===== config.mk =====
export PLATFORM = sky130hd
export DESIGN_NAME = deserializer_8b10b
export DESIGN_NICKNAME = d
export VERILOG_FILES = /design/src/rtl/serdes_pkg.sv /design/src/rtl/decoder_8b10b.sv /design/src/rtl/deserializer_8b10b.sv
export SDC_FILE = /design/constraint.sdc
export NUM_CORES = 1
export LEC_CHECK = 0
export ABC_AREA = 1
export CAP_MARGIN = 5
export CORE_MARGIN = 3
export CORE_UTILIZATION = 55
export CTS_BUF_LIST = sky130_fd_sc_hd__clkbuf_2
export DETAILED_ROUTE_END_ITERATION = 6
export PLACE_DENSITY = 0.74
export SYNTH_ARGS = -nofsm -noshare
export SYNTH_HDL_FRONTEND = slang
export SYNTH_HIERARCHICAL = 1
export SYNTH_SLANG_ARGS = --single-unit

===== constraint.sdc =====
create_clock -name i_Clk -period 4.8 [get_ports i_Clk]
set_clock_uncertainty 0.05 [all_clocks]
set_input_delay 1.2 -clock i_Clk [delete_from_list [all_inputs] [get_ports i_Clk]]
set_output_delay 1.2 -clock i_Clk [all_outputs]
set_load 0.01 [all_outputs]

===== src/rtl/serdes_pkg.sv =====
// Shared 8b/10b receive constants, state encoding and sub-block decode functions.
package serdes_pkg;

  localparam logic signed [1:0] RD_NEG = 2'sb11;
  localparam logic signed [1:0] RD_POS = 2'sb01;

  localparam logic [9:0] K28_5_NEG  = 10'b0011111010;
  localparam logic [9:0] K28_5_POS  = 10'b1100000101;
  localparam logic [7:0] K28_5_BYTE = 8'hBC;

  localparam logic [5:0] K28_6B_NEG = 6'b001111;
  localparam logic [5:0] K28_6B_POS = 6'b110000;
  localparam logic [3:0] K28_4B_NEG = 4'b1010;
  localparam logic [3:0] K28_4B_POS = 4'b0101;

  typedef enum logic {ST_HUNT, ST_LOCKED} rx_state_t;

  typedef struct packed {
    logic       valid;
    logic [4:0] data;
  } dec5_t;

  typedef struct packed {
    logic       valid;
    logic [2:0] data;
  } dec3_t;

  // abcdei -> EDCBA, both RD columns accepted; K28 codes handled by the caller
  function automatic dec5_t dec6b5b(input logic [5:0] c);
    dec5_t r;
    r = '0;
    case (c)
      6'b100111, 6'b011000: r = {1'b1, 5'd0};
      6'b011101, 6'b100010: r = {1'b1, 5'd1};
      6'b101101, 6'b010010: r = {1'b1, 5'd2};
      6'b110001:            r = {1'b1, 5'd3};
      6'b110101, 6'b001010: r = {1'b1, 5'd4};
      6'b101001:            r = {1'b1, 5'd5};
      6'b011001:            r = {1'b1, 5'd6};
      6'b111000, 6'b000111: r = {1'b1, 5'd7};
      6'b111001, 6'b000110: r = {1'b1, 5'd8};
      6'b100101:            r = {1'b1, 5'd9};
      6'b010101:            r = {1'b1, 5'd10};
      6'b110100:            r = {1'b1, 5'd11};
      6'b001101:            r = {1'b1, 5'd12};
      6'b101100:            r = {1'b1, 5'd13};
      6'b011100:            r = {1'b1, 5'd14};
      6'b010111, 6'b101000: r = {1'b1, 5'd15};
      6'b011011, 6'b100100: r = {1'b1, 5'd16};
      6'b100011:            r = {1'b1, 5'd17};
      6'b010011:            r = {1'b1, 5'd18};
      6'b110010:            r = {1'b1, 5'd19};
      6'b001011:            r = {1'b1, 5'd20};
      6'b101010:            r = {1'b1, 5'd21};
      6'b011010:            r = {1'b1, 5'd22};
      6'b111010, 6'b000101: r = {1'b1, 5'd23};
      6'b110011, 6'b001100: r = {1'b1, 5'd24};
      6'b100110:            r = {1'b1, 5'd25};
      6'b010110:            r = {1'b1, 5'd26};
      6'b110110, 6'b001001: r = {1'b1, 5'd27};
      6'b001110:            r = {1'b1, 5'd28};
      6'b101110, 6'b010001: r = {1'b1, 5'd29};
      6'b011110, 6'b100001: r = {1'b1, 5'd30};
      6'b101011, 6'b010100: r = {1'b1, 5'd31};
      default:              r = '0;
    endcase
    return r;
  endfunction

  // fghj -> HGF; P7 and A7 both map to 7
  function automatic dec3_t dec4b3b(input logic [3:0] c);
    dec3_t r;
    r = '0;
    case (c)
      4'b1011, 4'b0100:                   r = {1'b1, 3'd0};
      4'b1001:                            r = {1'b1, 3'd1};
      4'b0101:                            r = {1'b1, 3'd2};
      4'b1100, 4'b0011:                   r = {1'b1, 3'd3};
      4'b1101, 4'b0010:                   r = {1'b1, 3'd4};
      4'b1010:                            r = {1'b1, 3'd5};
      4'b0110:                            r = {1'b1, 3'd6};
      4'b1110, 4'b0001, 4'b0111, 4'b1000: r = {1'b1, 3'd7};
      default:                            r = '0;
    endcase
    return r;
  endfunction

endpackage


===== src/rtl/decoder_8b10b.sv =====
// Combinational 10b->8b decode with code validity and running disparity check.
module decoder_8b10b
  import serdes_pkg::*;
(
  input  logic [9:0]        code,
  input  logic signed [1:0] rd_in,
  output logic [7:0]        data,
  output logic              k,
  output logic              code_err,
  output logic              disp_err,
  output logic signed [1:0] rd_out
);

  dec5_t      d6;
  dec3_t      d4;
  logic [3:0] ones;

  // Sub-block decode, K28 pairing rule, then ones-count disparity rule
  always_comb begin
    d6       = dec6b5b(code[9:4]);
    d4       = dec4b3b(code[3:0]);
    data     = '0;
    k        = 1'b0;
    code_err = 1'b0;
    disp_err = 1'b0;
    rd_out   = rd_in;
    ones     = '0;
    for (int unsigned i = 0; i < 10; i++) begin
      ones = ones + 4'(code[i]);
    end

    if (code[9:4] == K28_6B_NEG || code[9:4] == K28_6B_POS) begin
      if ((code[9:4] == K28_6B_NEG && code[3:0] == K28_4B_NEG) ||
          (code[9:4] == K28_6B_POS && code[3:0] == K28_4B_POS)) begin
        k    = 1'b1;
        data = K28_5_BYTE;
      end else begin
        code_err = 1'b1;
      end
    end else if (d6.valid && d4.valid) begin
      data = {d4.data, d6.data};
    end else begin
      code_err = 1'b1;
    end

    case (ones)
      4'd5: ;
      4'd6: begin
        disp_err = (rd_in != RD_NEG);
        rd_out   = RD_POS;
      end
      4'd4: begin
        disp_err = (rd_in != RD_POS);
        rd_out   = RD_NEG;
      end
      default: code_err = 1'b1;
    endcase

    if (code_err) begin
      data = '0;
      k    = 1'b0;
    end
  end

endmodule


===== src/rtl/deserializer_8b10b.sv =====
// Serial receive path: comma hunt, word alignment, 8b/10b decode and lock tracking.
module deserializer_8b10b
  import serdes_pkg::*;
#(
  parameter int unsigned DATA_WIDTH = 8,
  parameter int unsigned LOSS_CNT   = 4
) (
  input  logic                  i_Clk,
  input  logic                  i_rst,
  input  logic                  i_Ser_Data,
  output logic [DATA_WIDTH-1:0] o_Data,
  output logic                  o_Valid,
  output logic                  o_K,
  output logic                  o_Code_Err,
  output logic                  o_Disp_Err,
  output logic                  o_Locked,
  output logic [9:0]            o_10B,
  output logic signed [1:0]     o_RD
);

  localparam logic [3:0] LOSS_LIM = 4'(LOSS_CNT);

  rx_state_t         state;
  logic [9:0]        window;
  logic [3:0]        bit_cnt;
  logic [3:0]        err_cnt;
  logic [7:0]        dec_data;
  logic              dec_k;
  logic              dec_code_err;
  logic              dec_disp_err;
  logic signed [1:0] dec_rd;
  logic              comma_hit;

  decoder_8b10b u_decoder (
    .code     (window),
    .rd_in    (o_RD),
    .data     (dec_data),
    .k        (dec_k),
    .code_err (dec_code_err),
    .disp_err (dec_disp_err),
    .rd_out   (dec_rd)
  );

  assign comma_hit = (window == K28_5_NEG) || (window == K28_5_POS);

  // Window shift, hunt/lock state machine and registered word outputs
  always_ff @(posedge i_Clk) begin
    if (i_rst) begin
      state      <= ST_HUNT;
      window     <= '0;
      bit_cnt    <= '0;
      err_cnt    <= '0;
      o_Data     <= '0;
      o_Valid    <= 1'b0;
      o_K        <= 1'b0;
      o_Code_Err <= 1'b0;
      o_Disp_Err <= 1'b0;
      o_Locked   <= 1'b0;
      o_10B      <= '0;
      o_RD       <= RD_NEG;
    end else begin
      window  <= {i_Ser_Data, window[9:1]};
      o_Valid <= 1'b0;
      case (state)
        ST_HUNT: begin
          if (comma_hit) begin
            o_Valid    <= 1'b1;
            o_K        <= 1'b1;
            o_Data     <= DATA_WIDTH'(K28_5_BYTE);
            o_Code_Err <= 1'b0;
            o_Disp_Err <= 1'b0;
            o_10B      <= window;
            o_Locked   <= 1'b1;
            o_RD       <= (window == K28_5_NEG) ? RD_POS : RD_NEG;
            bit_cnt    <= '0;
            err_cnt    <= '0;
            state      <= ST_LOCKED;
          end
        end
        ST_LOCKED: begin
          if (bit_cnt == 4'd9) begin
            bit_cnt    <= '0;
            o_Valid    <= 1'b1;
            o_K        <= dec_k;
            o_Data     <= DATA_WIDTH'(dec_data);
            o_Code_Err <= dec_code_err;
            o_Disp_Err <= dec_disp_err;
            o_10B      <= window;
            o_RD       <= dec_rd;
            if (!dec_code_err) begin
              err_cnt <= '0;
            end else if (err_cnt + 4'd1 >= LOSS_LIM) begin
              // lock loss overrides the decoded RD and drops back to hunting
              err_cnt  <= '0;
              o_Locked <= 1'b0;
              o_RD     <= RD_NEG;
              state    <= ST_HUNT;
            end else begin
              err_cnt <= err_cnt + 4'd1;
            end
          end else begin
            bit_cnt <= bit_cnt + 4'd1;
          end
        end
        default: state <= ST_HUNT;
      endcase
    end
  end

endmodule


==> results.py, run 1 <==
metrics = {
    "logic_synthesis": {
        "yosysSeqAreaShare_pct": 29.9,
        "yosysWarnings": 6,
        "synth_edf_count": 0,
        "ys_seq_elements": 44,
        "synthCells": 456,
        "synth_ff_type": "dfxtp_1",
        "synth_top_area_cell": "dfxtp_1",
        "synth.distinct_cells": 33,
        "yosysMostFrequentCell": "nand2_1",
        "ys_top_cells_by_area": "dfxtp_1 (30%), nand2_1 (13%), nor2_1 (11%), nand3_1 (8.5%), inv_1 (6.2%)",
        "ys_async_sr_fraction_pct": 0,
        "netlist_area_sq_um": 2950,
        "ys_top_cells_by_count": "nand2_1 (103), nor2_1 (90), nand3_1 (50)",
        "syn_nets": 478,
        "synth_top_area_share_pct": 29.9,
        "postSynthAreaPerCell_sq_um": 6.46,
    },
    "floorplan": {
        "die_area_sq_um": 6270,
        "start_util_pct": 57.3,
        "core_area_sq_um": 5140,
        "fp.dieW_um": 79.2,
        "die_h_um": 79.2,
        "io_pins": 28,
        "rows": 26,
    },
    "sta": {
        "fin_crit_sh_pct": 85.8,
        "finalCriticalPeriod_ns": 4.12,
        "fmax_mhz": 243,
        "setup_tns_ns": 0,
        "setup_violations": 0,
        "rsz0062_at_grt": "false",
        "drv_slew": 0,
        "max_slew_margin_pct": 61.8,
        "tightest_slew_ns": 0.572,
        "finalHoldViolCount": 0,
    },
    "setup_path": {
        "r2r_end": "o_RD[0]",
        "crit_path_start_kind": "flip-flop",
        "crit_path_end_kind": "flip-flop",
        "crit_type": "reg2reg",
        "rrSetupSlack_ns": 0.68,
        "cp.required_ns": 5.08,
        "r2r-start": "window[3]",
        "arrival_ns": 4.40,
        "ff2ff_path_depth": 17,
        "cp_max_fo": 11,
    },
    "layout": {
        "n_antenna_cell": 0,
        "area.growth.synth_to_final_pct": 13.3,
        "finalNetCount": 505,
        "drive_gt1_share_pct": 8.68,
        "nFillCells": 513,
    },
    "routing": {
        "drt-total-wl_mm": 6.90,
        "drt_iter0_drc": 161,
        "drtPass1Iterations": 5,
        "drt-wirelength-per-cell_um": 12.4,
        "ant_nets": 0,
        "viasPerCell": 5.24,
        "vias": 2901,
        "drc_errors": 0,
    },
    "clocking": {
        "cts_buffer_depth": 2,
        "htree_levels": 2,
        "hold_buffers": 0,
        "clk_latency_ns": 0.41,
        "clkTransAtPathRegs_ns": 0.24,
        "postCtsSetupBuffers": 0,
        "cts_tree": "yes",
        "cts_root_buf": "clkbuf_2",
        "clock_sinks": 44,
        "post_cts_resized": 0,
        "cts_made_buffers": 5,
    },
    "pwr": {
        "power_density_nw_per_um2": 227,
        "p_leak_nw": 1.46,
        "total_power_mw": 0.758,
        "vdd_drop_max_v": 0.000221,
    },
    "hold_path": {
        "min_to": "o_Data[0]",
        "hold_depth": 2,
        "hold_class": "reg2reg",
        "holdCritStartpoint": "o_Data[0]",
    },
    "job": {
        "maxCapViolCount": 0,
    },
    "place": {
        "dpl.hpwl_mm": 5.26,
        "place.gp.congestion": 0.887,
        "io_buffers": 27,
    },
    "grt": {
        "grt_use_total_pct": 23.1,
        "first_global_vias": 2699,
        "overflow": 0,
        "antenna_found_initial": 0,
        "grt_max_degree": 25,
        "grt_pass1_wl_mm": 11.7,
    },
    "outcome": {
        "outcome": "finished clean",
    },
}
## layout by cell type, fill, tap and decap left out, drive strengths merged
| cell | Yosys | routed |
|---|---|---|
| clkdlybuf4s50 | 0 | 27 |
| nand3b | 1 | 1 |
| clkinvlp | 0 | 1 |
| nor3 | 6 | 6 |
| bufinv | 0 | 1 |
| nand4 | 3 | 3 |
| clkbuf | 4 | 5 |
| a21oi | 23 | 23 |
| nand2 | 108 | 108 |
| a31oi | 1 | 1 |
| nor2 | 93 | 93 |
| inv | 60 | 61 |
| or2 | 3 | 3 |
| buf | 8 | 5 |
| nand3 | 53 | 53 |
| ha | 13 | 13 |
| fa | 6 | 6 |
| o21bai | 1 | 1 |
| dfxtp | 44 | 44 |
| o211ai | 6 | 6 |
| o21ai | 23 | 23 |
## how the worst max path moves through the flow
stage                     startpoint  endpoint  slack (ns)  cells past startpoint
after floorplan            window[9]   o_RD[0]        0.99                     17
after global placement     window[3]   o_RD[0]        0.86                     17
after detailed placement   window[3]   o_RD[0]        0.74                     17
after CTS                  window[3]   o_RD[0]        0.69                     17
after global routing       window[3]   o_RD[0]        0.46                     17
final                      window[3]   o_RD[0]        0.68                     17
## worst max-delay path, stage by stage (launching register included)
cell and delay (ns):
dfxtp_1 0.59, fa_1 0.50, fa_1 0.51, inv_1 0.05
fa_1 0.42, inv_1 0.07, ha_1 0.16, inv_1 0.06
fa_1 0.37, nor2_1 0.13, nor2_1 0.05, or2_2 0.31
a21oi_4 0.18, nand3_4 0.14, nand2_1 0.13, nand2_1 0.09
o21ai_0 0.17, nand2_1 0.06
## cell type report
type / count / area [sq um] / area share (%)
clock buffers: 5 / 25.0 / 0.750
clock inverters: 3 / 46.3 / 1.39
flip-flops and latches: 44 / 881 / 26.4
inverters: 60 / 230 / 6.90
multi-input cells: 340 / 1760 / 52.7
repair buffers: 32 / 308 / 9.22
well taps: 70 / 87.6 / 2.62
## cell families (layout without fill, tap and decap cells)
kind of cell | after synthesis | after routing | share of synthesized area (%)
AND/OR/NAND/NOR | 267 | 267 | 39.8
buffers and inverters | 72 | 100 | 10.3
flip-flops | 44 | 44 | 29.9
AO/OA/AOI/OAI | 54 | 54 | 10.3
adder cells (fa/ha/maj) | 19 | 19 | 9.60
## stage by stage
| step | cells | utilization [%] | setup slack (ns) | hold slack [ns] | cell area (sq um) |
|---|---|---|---|---|---|
| floorplan | 456 | - | 0.992 | 0.394 | 2950 |
| global placement | 546 | 63.6 | 0.859 | 0.399 | 3270 |
| detailed placement | 546 | 63.6 | 0.740 | 0.404 | 3270 |
| CTS | 554 | 64.9 | 0.690 | 0.429 | 3340 |
| global route | 554 | 64.9 | 0.461 | 0.449 | 3340 |
| finish | 554 | 64.9 | 0.683 | 0.427 | 3340 |
## power by group
| group | internal [mW] | total (mW) | switching, mW | leakage [nW] |
|---|---|---|---|---|
| sequential | 0.385 | 0.399 | 0.0140 | 0.358 |
| clock | 0.0898 | 0.216 | 0.127 | 0.0396 |
| combinational | 0.0591 | 0.142 | 0.0833 | 1.07 |
| total | 0.534 | 0.758 | 0.224 | 1.46 |
## per-layer routing
layer  routed length [um]  track usage, %
met5                    0               0
met4                  103            6.87
met3                  316            4.08
met2                 3450            41.5
met1                 3030            28.1
## sequential cells by signal, summed over array words and instances, names as in the netlist, 2 cells and up
signal   count
o_10B       10
o_RD         2
o_Data       8
window      10
bit_cnt      4
err_cnt      4
(Power assumes the default switching activity.)
==> run 2, diff against run 1 <==
--- a/config.mk
+++ b/config.mk
@@ -7,10 +7,12 @@
 export LEC_CHECK = 0
 export ABC_AREA = 1
 export CAP_MARGIN = 5
-export CORE_MARGIN = 3
+export CORE_MARGIN = 5
 export CORE_UTILIZATION = 55
 export CTS_BUF_LIST = sky130_fd_sc_hd__clkbuf_2
+export CTS_CLUSTER_SIZE = 14
 export DETAILED_ROUTE_END_ITERATION = 6
+export MAX_ROUTING_LAYER = met4
 export PLACE_DENSITY = 0.74
 export SYNTH_ARGS = -nofsm -noshare
 export SYNTH_HDL_FRONTEND = slang
==> results.py, run 2 (synthesis gave the netlist of run 1 again) <==
metrics = {
    "sta": {
        "tightest_slew_ns": 0.566,
        "rsz0062_at_grt": "false",
        "setup_tns_ns": 0,
        "fmax_mhz": 245,
        "max_slew_margin_pct": 62.3,
        "finalHoldViolCount": 0,
        "setup_slack_ns": 0.718,
        "fin_crit_sh_pct": 85.0,
        "finalCriticalPeriod_ns": 4.08,
        "setup_violations": 0,
        "drv_slew": 0,
    },
    "setup_path": {
        "cp_max_fo": 11,
        "crit_type": "reg2reg",
        "cp.required_ns": 5.09,
        "arrival_ns": 4.37,
        "crit_path_start_kind": "flip-flop",
        "crit_path_end_kind": "flip-flop",
    },
    "grt": {
        "grt_max_degree": 25,
        "grt_pass1_wl_mm": 12.4,
        "grt_use_total_pct": 22.0,
        "antenna_found_initial": 0,
        "overflow": 0,
        "first_global_vias": 2718,
    },
    "layout": {
        "area.growth.synth_to_final_pct": 13.2,
        "n_antenna_cell": 0,
        "finish.utilization_pct": 64.9,
        "design_area_sq_um": 3330,
        "drive_gt1_share_pct": 8.47,
        "finalNetCount": 505,
        "reg_top3": "o_10B (10), window (10), o_Data (8)",
        "layout_common_cells": "nand2_1 (103), nor2_1 (90), nand3_1 (50)",
        "final_common_cell": "nand2_1",
    },
    "clocking": {
        "clock_sinks": 44,
        "hold_buffers": 0,
        "cts_tree": "yes",
        "htree_levels": 2,
        "cts_buffer_depth": 2,
        "postCtsSetupBuffers": 0,
        "cts_made_buffers": 5,
        "clkTransAtPathRegs_ns": 0.22,
        "clk_latency_ns": 0.43,
        "cts_root_buf": "clkbuf_2",
        "post_cts_resized": 0,
    },
    "place": {
        "io_buffers": 27,
        "dp_slack_ns": 0.731,
        "place.gp.congestion": 0.886,
        "post_dp_cell_area_sq_um": 3270,
        "dpl.hpwl_mm": 5.55,
    },
    "floorplan": {
        "die_h_um": 83.2,
        "core_area_sq_um": 5140,
        "rows": 26,
        "fp.dieW_um": 83.2,
        "io_pins": 28,
        "start_util_pct": 57.3,
        "die_area_sq_um": 6920,
    },
    "routing": {
        "ant_nets": 0,
        "drt-wirelength-per-cell_um": 13.0,
        "vias": 2921,
        "drc_errors": 0,
        "viasPerCell": 5.27,
        "drt_iter0_drc": 219,
        "drt-total-wl_mm": 7.18,
        "drtPass1Iterations": 4,
    },
    "pwr": {
        "power_density_nw_per_um2": 226,
        "vdd_drop_max_v": 0.000166,
        "p_leak_nw": 1.46,
        "total_power_mw": 0.755,
    },
    "hold_path": {
        "hold_class": "reg2reg",
    },
    "job": {
        "maxCapViolCount": 0,
    },
    "outcome": {
        "outcome": "finished clean",
    },
}
run 2: cell count changes in the layout (fill, tap and decap cells not counted):
cell	change
clkinv_1	+1
clkinv_4	+1
clkinvlp_4	-1
inv_6	-1
run 2: layer usage:
| metal | global-route usage (%) | up-vias | wire length [um] |
|---|---|---|---|
| li1 | - | 1499 | - |
| met1 | 28.0 | 1343 | 3200 |
| met2 | 34.9 | 68 | 3520 |
| met3 | 4.16 | 11 | 343 |
| met4 | 7.73 | 0 | 125 |
| met5 | - | - | 0 |
run 2: path summary, 6_finish.rpt:
check / startpoint / end / slack (ns) / cells after the start
worst max-delay path: window[3] / o_RD[0] / 0.72 / 17
worst min-delay path: o_Data[0] / o_Data[0] / 0.43 / 2
worst max register to register: window[3] / o_RD[0] / 0.72 / 17
worst min register to register: o_Data[0] / o_Data[0] / 0.43 / 2
run 2: per-stage QoR:
stage / hold WS [ns] / cells
6_report: 0.428 / 554
2_1_floorplan: 0.394 / 456
4_1_cts: 0.432 / 554
5_1_grt: 0.461 / 554
3_3_place_gp: 0.400 / 546
3_5_place_dp: 0.409 / 546
run 2: cell type report:
| cell class | count | area (sq um) |
|---|---|---|
| repair buffers | 32 | 308 |
| clock buffers | 5 | 25.0 |
| inverters | 60 | 230 |
| fillers | 520 | 1810 |
| clock inverters | 3 | 42.5 |
| well taps | 70 | 87.6 |
| multi-input cells | 340 | 1760 |
| flip-flops and latches | 44 | 881 |
run 2: critical path, stage by stage, from the launching register on:
cell	delay (ns)
dfxtp_1	0.57
fa_1	0.50
fa_1	0.51
inv_1	0.05
fa_1	0.43
inv_1	0.07
ha_1	0.15
inv_1	0.06
fa_1	0.38
nor2_1	0.11
nor2_1	0.05
or2_2	0.32
a21oi_4	0.18
nand3_4	0.14
nand2_1	0.12
nand2_1	0.09
o21ai_0	0.16
nand2_1	0.07
run 2: power by group:
| part | leakage, nW | switching (mW) | internal, mW |
|---|---|---|---|
| sequential | 0.358 | 0.0143 | 0.385 |
| clock | 0.0406 | 0.125 | 0.0875 |
| combinational | 1.07 | 0.0838 | 0.0593 |
